===== src/rtl/npu_dma_ctrl_if.sv =====
// ---------------------------------------------------------------------------
// npu_dma_ctrl_if
// Word-granular request/grant memory bus between the NPU DMA controller
// (master) and the memory fabric (slave).
//   m_req_o    master->slave  request valid, held until m_gnt_i
//   m_we_o     master->slave  1=write, 0=read
//   m_addr_o   master->slave  byte address
//   m_wdata_o  master->slave  write data
//   m_gnt_i    slave->master  request accepted this cycle
//   m_rvalid_i slave->master  read data valid
//   m_rdata_i  slave->master  read data
// ---------------------------------------------------------------------------
interface npu_dma_ctrl_if #(
  parameter int ADDR_W = 32,
  parameter int DATA_W = 32
);
  logic              m_req_o;
  logic              m_we_o;
  logic [ADDR_W-1:0] m_addr_o;
  logic [DATA_W-1:0] m_wdata_o;
  logic              m_gnt_i;
  logic              m_rvalid_i;
  logic [DATA_W-1:0] m_rdata_i;

  modport master (
    output m_req_o, m_we_o, m_addr_o, m_wdata_o,
    input  m_gnt_i, m_rvalid_i, m_rdata_i
  );

  modport slave (
    input  m_req_o, m_we_o, m_addr_o, m_wdata_o,
    output m_gnt_i, m_rvalid_i, m_rdata_i
  );
endinterface


===== src/rtl/npu_dma_ctrl.sv =====
// ---------------------------------------------------------------------------
// npu_dma_ctrl
// Single-channel DMA that copies len_i words from external memory into one of
// four on-chip NPU memories (IMEM/WMEM/BMEM/PARA), one read then one write per
// word over a request/grant bus.
//   clk, rst      clock, synchronous active-high reset
//   start_i       start request, only honoured in IDLE
//   src_base_i    external-memory source byte address
//   dst_sel_i     0=IMEM 1=WMEM 2=BMEM 3=PARA
//   len_i         transfer length in words
//   busy_o        high while not IDLE
//   done_o        one-cycle completion pulse
//   err_o         one-cycle error pulse, coincident with done_o
//   m             bus master port (see npu_dma_ctrl_if)
// All outputs are flops; they are loaded from next-state values so the bus
// sees a request in the cycle right after the state decision, with no
// combinational path from m_gnt_i/m_rvalid_i to the outputs.
// ---------------------------------------------------------------------------
module npu_dma_ctrl #(
  parameter int ADDR_W = 32,
  parameter int DATA_W = 32
) (
  input  logic                  clk,
  input  logic                  rst,
  input  logic                  start_i,
  input  logic [ADDR_W-1:0]     src_base_i,
  input  logic [1:0]            dst_sel_i,
  input  logic [15:0]           len_i,
  output logic                  busy_o,
  output logic                  done_o,
  output logic                  err_o,
  npu_dma_ctrl_if.master        m
);

  typedef enum logic [2:0] {
    S_IDLE,
    S_RD_REQ,
    S_RD_WAIT,
    S_WR_REQ,
    S_DONE
  } state_e;

  // Range checks run two bits wider than the address so src+4*len can never
  // wrap back into the legal window.
  localparam int CW = ((ADDR_W > 32) ? ADDR_W : 32) + 2;
  localparam logic [CW-1:0] EXT_LIMIT = CW'(34'h0_0200_4000);

  state_e              state_q, state_d;
  logic [ADDR_W-1:0]   src_q, src_d;
  logic [ADDR_W-1:0]   dst_q, dst_d;
  logic [15:0]         cnt_q, cnt_d;
  logic [DATA_W-1:0]   data_q, data_d;
  logic                err_d;

  logic                req_q, we_q, busy_q, done_q, err_q;
  logic [ADDR_W-1:0]   addr_q, addr_d;

  // -------------------------------------------------------------------------
  // Destination decode and start-time legality checks
  // -------------------------------------------------------------------------
  logic [ADDR_W-1:0] dst_base;
  logic [CW-1:0]     depth_ext, src_ext, bytes_ext, end_ext;
  logic              cfg_err;

  always_comb begin
    dst_base  = ADDR_W'(32'h1000_0000);
    depth_ext = CW'(32'h0000_C400);
    case (dst_sel_i)
      2'd0: begin dst_base = ADDR_W'(32'h1000_0000); depth_ext = CW'(32'h0000_C400); end
      2'd1: begin dst_base = ADDR_W'(32'h1000_C400); depth_ext = CW'(32'h0000_C400); end
      2'd2: begin dst_base = ADDR_W'(32'h1001_8800); depth_ext = CW'(32'h0000_0200); end
      default: begin dst_base = ADDR_W'(32'h1002_0A00); depth_ext = CW'(32'h0000_0200); end
    endcase
  end

  always_comb begin
    src_ext   = CW'(src_base_i);
    bytes_ext = CW'({len_i, 2'b00});
    end_ext   = src_ext + bytes_ext;
    cfg_err   = (src_base_i[1:0] != 2'b00) ||
                (end_ext > EXT_LIMIT) ||
                (bytes_ext > depth_ext);
  end

  // -------------------------------------------------------------------------
  // Next-state logic
  // -------------------------------------------------------------------------
  always_comb begin
    state_d = state_q;
    src_d   = src_q;
    dst_d   = dst_q;
    cnt_d   = cnt_q;
    data_d  = data_q;
    err_d   = 1'b0;
    case (state_q)
      S_IDLE: begin
        if (start_i) begin
          src_d = src_base_i;
          dst_d = dst_base;
          cnt_d = len_i;
          if (cfg_err) begin
            state_d = S_DONE;
            err_d   = 1'b1;
          end else if (len_i == 16'd0) begin
            state_d = S_DONE;
          end else begin
            state_d = S_RD_REQ;
          end
        end
      end
      S_RD_REQ: begin
        if (m.m_gnt_i) state_d = S_RD_WAIT;
      end
      S_RD_WAIT: begin
        if (m.m_rvalid_i) begin
          data_d  = m.m_rdata_i;
          state_d = S_WR_REQ;
        end
      end
      S_WR_REQ: begin
        if (m.m_gnt_i) begin
          src_d   = src_q + ADDR_W'(4);
          dst_d   = dst_q + ADDR_W'(4);
          cnt_d   = cnt_q - 16'd1;
          // cnt_q still holds the pre-decrement count here
          state_d = (cnt_q > 16'd1) ? S_RD_REQ : S_DONE;
        end
      end
      S_DONE:  state_d = S_IDLE;
      default: state_d = S_IDLE;
    endcase
  end

  // Address for the state being entered; zero when no request is up.
  always_comb begin
    addr_d = '0;
    if (state_d == S_RD_REQ)      addr_d = src_d;
    else if (state_d == S_WR_REQ) addr_d = dst_d;
  end

  // -------------------------------------------------------------------------
  // State and output registers
  // -------------------------------------------------------------------------
  always_ff @(posedge clk) begin
    if (rst) begin
      state_q <= S_IDLE;
      src_q   <= '0;
      dst_q   <= '0;
      cnt_q   <= '0;
      data_q  <= '0;
      req_q   <= 1'b0;
      we_q    <= 1'b0;
      addr_q  <= '0;
      busy_q  <= 1'b0;
      done_q  <= 1'b0;
      err_q   <= 1'b0;
    end else begin
      state_q <= state_d;
      src_q   <= src_d;
      dst_q   <= dst_d;
      cnt_q   <= cnt_d;
      data_q  <= data_d;
      req_q   <= (state_d == S_RD_REQ) || (state_d == S_WR_REQ);
      we_q    <= (state_d == S_WR_REQ);
      addr_q  <= addr_d;
      busy_q  <= (state_d != S_IDLE);
      done_q  <= (state_d == S_DONE);
      err_q   <= err_d;
    end
  end

  assign busy_o      = busy_q;
  assign done_o      = done_q;
  assign err_o       = err_q;
  assign m.m_req_o   = req_q;
  assign m.m_we_o    = we_q;
  assign m.m_addr_o  = addr_q;
  // The read-data latch only changes on rvalid in RD_WAIT, so it is already
  // stable for the whole WR_REQ phase.
  assign m.m_wdata_o = data_q;

endmodule


===== src/flat_wrapper.sv =====
// flat-port wrapper written by rule: the top's interface ports become plain ports
module npu_dma_ctrl_flat 
#(
  parameter int ADDR_W = 32,
  parameter int DATA_W = 32
)
  (clk, rst, start_i, src_base_i, dst_sel_i, len_i, busy_o, done_o, err_o, m_m_req_o, m_m_we_o, m_m_addr_o, m_m_wdata_o, m_m_gnt_i, m_m_rvalid_i, m_m_rdata_i);
  npu_dma_ctrl_if #(.ADDR_W(ADDR_W), .DATA_W(DATA_W)) m_i ();
  input  logic clk;
  input  logic rst;
  input  logic start_i;
  input  logic [ADDR_W-1:0] src_base_i;
  input  logic [1:0] dst_sel_i;
  input  logic [15:0] len_i;
  output logic busy_o;
  output logic done_o;
  output logic err_o;
  output wire logic [$bits(m_i.m_req_o)-1:0] m_m_req_o;
  output wire logic [$bits(m_i.m_we_o)-1:0] m_m_we_o;
  output wire logic [$bits(m_i.m_addr_o)-1:0] m_m_addr_o;
  output wire logic [$bits(m_i.m_wdata_o)-1:0] m_m_wdata_o;
  input wire logic [$bits(m_i.m_gnt_i)-1:0] m_m_gnt_i;
  input wire logic [$bits(m_i.m_rvalid_i)-1:0] m_m_rvalid_i;
  input wire logic [$bits(m_i.m_rdata_i)-1:0] m_m_rdata_i;
  assign m_m_req_o = m_i.m_req_o;
  assign m_m_we_o = m_i.m_we_o;
  assign m_m_addr_o = m_i.m_addr_o;
  assign m_m_wdata_o = m_i.m_wdata_o;
  assign m_i.m_gnt_i = m_m_gnt_i;
  assign m_i.m_rvalid_i = m_m_rvalid_i;
  assign m_i.m_rdata_i = m_m_rdata_i;
  npu_dma_ctrl #(.ADDR_W(ADDR_W), .DATA_W(DATA_W)) u_core (.clk(clk), .rst(rst), .start_i(start_i), .src_base_i(src_base_i), .dst_sel_i(dst_sel_i), .len_i(len_i), .busy_o(busy_o), .done_o(done_o), .err_o(err_o), .m(m_i));
endmodule

===== config.mk =====
export PLATFORM = sky130hd
export DESIGN_NAME = npu_dma_ctrl_flat
export DESIGN_NICKNAME = d
export VERILOG_FILES = /design/src/rtl/npu_dma_ctrl_if.sv /design/src/rtl/npu_dma_ctrl.sv /design/src/flat_wrapper.sv
export SDC_FILE = /design/constraint.sdc
export NUM_CORES = 1
export LEC_CHECK = 0
export BUFFER_PORTS_ARGS = -buffer_cell sky130_fd_sc_hd__buf_2
export CAP_MARGIN = 0
export CELL_PAD_IN_SITES_DETAIL_PLACEMENT = 1
export CELL_PAD_IN_SITES_GLOBAL_PLACEMENT = 1
export CORE_MARGIN = 1.5
export CORE_UTILIZATION = 41
export DETAILED_ROUTE_END_ITERATION = 8
export GPL_TIMING_DRIVEN = 0
export PLACE_DENSITY = 0.87
export SLEW_MARGIN = 15
export SYNTH_ARGS = -nofsm -noshare
export SYNTH_HDL_FRONTEND = slang
export SYNTH_SLANG_ARGS = --single-unit

===== constraint.sdc =====
create_clock -name clk -period 3.79 [get_ports clk]
set_input_delay 0.379 -clock clk [delete_from_list [all_inputs] [get_ports clk]]
set_output_delay 0.379 -clock clk [all_outputs]
set_load 0.005 [all_outputs]

=== Word-level counts from Yosys, hierarchy flattened ===
Index checks and enable logic that the tools add are counted.
W data, S select, Z words.

* Memories: 0
* RAM bits: 0
* Bits in latches: 0
* Output and inout bits: 69
* Memory bits (read-only): 0
* Input bits: 87
* Register bits after elaboration: 152
* Word-level logic and storage cells: 65

* Shifts and indexed selects: 0
* Add/sub/neg operators: 4
* Order comparisons: 3
* Reductions and logical operators: 13
* Bitwise operators: 2
* Equal/unequal tests: 10
* Muxes and demuxes: 22
* Divide/modulo/power cells: 0
* $mul: 0

{| class="wikitable"
|+ Operator list
! kind !! count
|-
| $mux W32 || 6
|-
| $pmux W32 S2 || 2
|-
| $add A32 B3 Y32 const B || 2
|-
| $pmux W18 S3 || 1
|-
| $mux W16 || 3
|-
| $gt A34 B26 Y1 const B || 1
|-
| $add A32 B18 Y33 || 1
|-
| $pmux W16 S2 || 1
|-
| $mux W3 || 7
|-
| $gt A18 B16 Y1 || 1
|-
| $gt A16 B1 Y1 const B || 1
|-
| $logic_not A16 Y1 || 1
|-
| $sub A16 B1 Y16 const B || 1
|-
| $pmux W3 S4 || 1
|-
| $eq A3 B2 Y1 const B || 3
|-
| $eq A3 B1 Y1 const B || 2
|-
| $ne A2 B2 Y1 const B || 2
|-
| $reduce_bool A2 Y1 || 2
|-
| $eq A3 B3 Y1 const B || 1
|-
| $logic_not A3 Y1 || 1
|-
| $logic_or A1 B1 Y1 || 3
|-
| $reduce_and A3 Y1 || 1
|-
| $reduce_bool A3 Y1 || 1
|-
| $reduce_or A3 Y1 || 1
|-
| 7 further kinds || 8
|}

=== Longest topological paths before layout ===
* Depth after elaboration: 11
* Gate-level depth with buffers: 14
* Mapped depth without buffers: 12

=== Worst setup path before layout ===
No wires, ideal clock.

* Path kind: in2reg
* Start point: in src_base_i[2]
* End point: reg u_core.busy_q, in the netlist u_core.busy_o
* Arrival: 3317 ps
* Slack: 346 ps
* Library setup time: 127 ps
* Data required time: 3663 ps
* Stages: 12
* Path through: ha_1 > fa_1 > a21o_1 > a221oi_4 > o21ai_0 > xor2_1 > or4_1 > o211ai_1 > and4_4 > and2b_1 > a31oi_1 > or3_1

* Longest elaborated chain between the ends: 8

{| class="wikitable"
|+ Ends and longest elaborated chain
! item !! RTL line !! source
|-
| from (decl) || flat_wrapper.sv:12 || <nowiki>input logic [ADDR_W-1:0] src_base_i;</nowiki>
|-
| $add A32 B18 Y33 || npu_dma_ctrl.sv:79 || <nowiki>end_ext = src_ext + bytes_ext;</nowiki>
|-
| $gt A34 B26 Y1 || npu_dma_ctrl.sv:81 || <nowiki>(end_ext > EXT_LIMIT) ||</nowiki>
|-
| $logic_or A1 B1 Y1 || npu_dma_ctrl.sv:80 || <nowiki>cfg_err = (src_base_i[1:0] != 2'b00) ||</nowiki>
|-
| $logic_or A1 B1 Y1 || npu_dma_ctrl.sv:81 ||
|-
| $mux W3 || npu_dma_ctrl.sv:101 || <nowiki>if (cfg_err) begin</nowiki>
|-
| $mux W3 || npu_dma_ctrl.sv:97 || <nowiki>if (start_i) begin</nowiki>
|-
| $pmux W3 S4 || npu_dma_ctrl.sv:95 || <nowiki>case (state_q)</nowiki>
|-
| $reduce_bool A3 Y1 || npu_dma_ctrl.sv:166 || <nowiki>busy_q <= (state_d != S_IDLE);</nowiki>
|-
| to (signal assigned) || npu_dma_ctrl.sv:166 ||
|-
| to (decl) || npu_dma_ctrl.sv:55 || <nowiki>logic req_q, we_q, busy_q, done_q, err_q;</nowiki>
|}

Every way passes these cells.
A chain may end at the register's enable or synchronous reset.

=== Worst setup path after layout ===
* Start point: in src_base_i[2]
* End point: reg u_core.addr_q[21], in the netlist u_core.m.m_addr_o[21]

* Longest elaborated chain between the ends: 10
* Elaborated cells on any way between the ends: 11
* Classes of those cells: 1 x add/sub; 1 x order compare; 2 x eq/ne; 5 x mux; 2 x reduce/logical

{| class="wikitable"
|+ Ends and longest elaborated chain
! item !! RTL line !! source
|-
| $add A32 B18 Y33 * || npu_dma_ctrl.sv:79 ||
|-
| $gt A34 B26 Y1 * || npu_dma_ctrl.sv:81 ||
|-
| $logic_or A1 B1 Y1 * || npu_dma_ctrl.sv:80 ||
|-
| $logic_or A1 B1 Y1 * || npu_dma_ctrl.sv:81 ||
|-
| $mux W3 * || npu_dma_ctrl.sv:101 ||
|-
| $mux W3 * || npu_dma_ctrl.sv:97 ||
|-
| $pmux W3 S4 * || npu_dma_ctrl.sv:95 ||
|-
| $eq A3 B2 Y1 || npu_dma_ctrl.sv:138 || <nowiki>else if (state_d == S_WR_REQ) addr_d = dst_d;</nowiki>
|-
| $mux W32 || npu_dma_ctrl.sv:138 ||
|-
| $mux W32 * || npu_dma_ctrl.sv:137 || <nowiki>if (state_d == S_RD_REQ) addr_d = src_d;</nowiki>
|-
| to (signal assigned) || npu_dma_ctrl.sv:165 || <nowiki>addr_q <= addr_d;</nowiki>
|-
| to (decl) || npu_dma_ctrl.sv:56 || <nowiki>logic [ADDR_W-1:0] addr_q, addr_d;</nowiki>
|}

Every way passes the cells marked *; elsewhere a longest branch is shown, timed or not.

==> flow_summary.ini <==
[clock_tree]
clock_latency_ns = 0.43
cts.sinks = 152
clk_pin_slew_ns = 0.07
cts_buffers = 17
cts-root-buf = clkbuf_16
cts_tree = done
clk_path_buf_depth = 2
htree_levels = 4

[global_route]
grt_antenna_before_repair = 0
grt_usage_pct = 30.0
grt_pass1_wl_um = 51400
grt_max_degree = 17
grt_pass1_vias = 9643
overflow = 0

[placement]
io_buffers = 148
pre_cts_ws_ns = -0.362
place_hpwl_um = 24400
gp_congestion = 0.913

[yosys]
syn_avg_cell_area_um2 = 7.71
synthArstFlopShare_pct = 0
synth_area_um2 = 8540
synth_cell_types = 73
synthFlopType = dfxtp_1
synthDominantCellAreaShare_pct = 35.6
yosys.area.top_type = dfxtp_1
synth_edf_count = 0
synth_nets = 1223
synth-seq-cells = 152
synth_common_cells = nand2_1 (159), dfxtp_1 (152), a21oi_1 (138)
yosysSeqAreaShare_pct = 35.6
synthTopCellsByArea = dfxtp_1 (36%), a21oi_1 (8.1%), nand2_1 (7.0%)
synthCells = 1108
yosysWarnings = 0
yosysMostFrequentCell = nand2_1

[timing]
min_period_ns = 3.65
rsz0062_at_grt = false
max_freq_mhz = 274
tightest_slew_ns = 0.932
fin_ws_ns = 0.140
slew_viol_final = 0
slew_headroom_pct = 37.9
hold_viol = 0
finClkSkew_ns = 0.00773
setup_viol = 0
fin_crit_sh_pct = 96.3

[final_layout]
n_antenna_cell = 0
drive_above_1_share_pct = 17.4
synthToLayoutAreaGrowth_pct = 20.5
final_nets = 1393
n_fill_cell = 2604

[power_and_ir_drop]
p_leak_nw = 4.00
total_power_mw = 4.11
ir_drop_mv = 0.306
p_per_area_nw_per_um2 = 399

[run]
drv_cap = 0

[setup_path]
cp_slowest_stage_delay_ns = 0.47
critPathSlowestCell = or4_1
setup.worst_path.end_class = register
start_kind = primary input
crit_chain = buf_2 -> ha_1 -> fa_1 -> a21o_1 -> a221oi_4 -> buf_4 -> nor4b_1 -> a311oi_2 -> xnor2_1 -> or4_1 -> o31a_1 -> nand4b_4 -> nand2_2 -> buf_6 -> buf_6 -> a22o_1
critPathArrivalTime_ns = 4.01
path_common_cell = buf_6
setup.worst_path.class = in -> reg
cp_max_fo = 10
required_ns = 4.15

[drt]
drtIter0Drc = 660
drtPass1Iterations = 5
routedWlPerCell_um = 20.7
ant_nets = 0
via_per_inst = 6.06
num_vias = 9460
drc = 0
wl_um = 32400

[floorplan]
die_y_um = 147
design.die.area_um2 = 21700
core_um2 = 20400
die_width_um = 147
ios = 156
std_cell_rows = 52
start_util_pct = 41.9

[hold_path]
worst_hold_path_type = in -> reg

[run_status]
status = completed
placed cells by master, fill, tap and decap left out, types with 13 or more instances in the layout:
cell type | synthesis | final
a22o_1 | 29 | 29
or2_2 | 14 | 14
nand2_1 | 159 | 159
nor4_1 | 13 | 13
ha_1 | 27 | 27
nand3_1 | 57 | 57
clkbuf_16 | 0 | 17
nor3_1 | 30 | 30
inv_1 | 19 | 19
nor2_1 | 89 | 89
nand4_1 | 22 | 22
clkbuf_1 | 48 | 49
a31oi_1 | 18 | 18
o21ai_0 | 58 | 56
and3_1 | 14 | 14
dfxtp_1 | 152 | 152
a21oi_1 | 138 | 138
buf_2 | 6 | 153
flip-flops by register name, summed over array words and instances (netlist names):
| register | count |
|---|---|
| u_core.m.m_wdata_o | 32 |
| u_core.err_o | 1 |
| u_core.m.m_req_o | 1 |
| u_core.cnt_q | 16 |
| u_core.src_q | 32 |
| u_core.m.m_addr_o | 32 |
| u_core.dst_q | 32 |
| u_core.busy_o | 1 |
| u_core.state_q | 3 |
| u_core.done_o | 1 |
| u_core.m.m_we_o | 1 |
report_power, final:
| part | total, mW | switching (mW) | internal, mW |
|---|---|---|---|
| Sequential | 1.68 | 0.0429 | 1.64 |
| Combinational | 0.615 | 0.394 | 0.221 |
| Clock | 1.81 | 0.759 | 1.06 |
metal layers:
| layer | vias to the layer above | routed length (µm) | global-route usage [%] |
|---|---|---|---|
| li1 | 4420 | - | - |
| met1 | 4582 | 13600 | 37.1 |
| met2 | 384 | 15600 | 51.2 |
| met3 | 74 | 2230 | 5.56 |
| met4 | 0 | 1010 | 12.8 |
| met5 | - | 0 | 0 |
critical path, delay by kind of cell:
| kind | cells | cell delay, ns |
|---|---|---|
| xor+xnor | 1 | 0.08 |
| buf+inv | 4 | 0.67 |
| compound gates | 5 | 1.30 |
| fa+ha+maj | 2 | 0.66 |
| simple gates | 4 | 0.92 |
cells by family (layout without fill, tap and decap cells):
| logic type | count (synthesis) | in the layout | share of synthesized area (%) |
|---|---|---|---|
| AO/OA/AOI/OAI | 344 | 344 | 26.0 |
| AND/OR/NAND/NOR | 466 | 466 | 26.6 |
| multiplexers | 16 | 16 | 1.93 |
| buffers and inverters | 89 | 272 | 4.32 |
| XOR/XNOR | 13 | 13 | 1.33 |
| adder cells (fa/ha/maj) | 28 | 28 | 4.19 |
| flip-flops | 152 | 152 | 35.6 |
final timing paths:
| check | startpoint | end | slack [ns] | cells past startpoint |
|---|---|---|---|---|
| worst min-delay path | m_m_rdata_i[30] | u_core.m.m_wdata_o[30] | 0.18 | 3 |
| worst max-delay path | src_base_i[2] | u_core.m.m_addr_o[21] | 0.14 | 16 |
| worst max register to register | u_core.state_q[1] | u_core.m.m_addr_o[22] | 0.36 | 8 |
| worst min register to register | u_core.m.m_wdata_o[13] | u_core.m.m_wdata_o[13] | 0.46 | 2 |
timing repair:
item,CTS,global route
buffers inserted,0,3
gates resized for setup,0,9
hold buffers,0,0
setup endpoints to repair,0,26
cell type report:
| type | instances | area (µm²) | area share [%] |
|---|---|---|---|
| repair buffers | 151 | 767 | 7.45 |
| multi-input cells | 867 | 5160 | 50.1 |
| flip-flops and latches | 152 | 3040 | 29.6 |
| well taps | 270 | 338 | 3.28 |
| inverters | 19 | 71.3 | 0.693 |
| plain buffers | 70 | 300 | 2.92 |
| clock inverters | 14 | 188 | 1.82 |
| clock buffers | 18 | 429 | 4.17 |
metrics by stage:
stage	area (µm²)	cells	hold WS (ns)	util, %	setup TNS [ns]
floorplan	8540	1108	0.441	-	0
CTS	10200	1558	0.168	50.3	0
finish	10300	1561	0.176	50.5	0
detailed placement	9620	1526	0.447	47.2	-9.06
global route	10300	1561	0.171	50.5	0
global placement	9620	1526	0.438	47.2	-9.41
No activity file was read; power rests on OpenSTA's default activity.
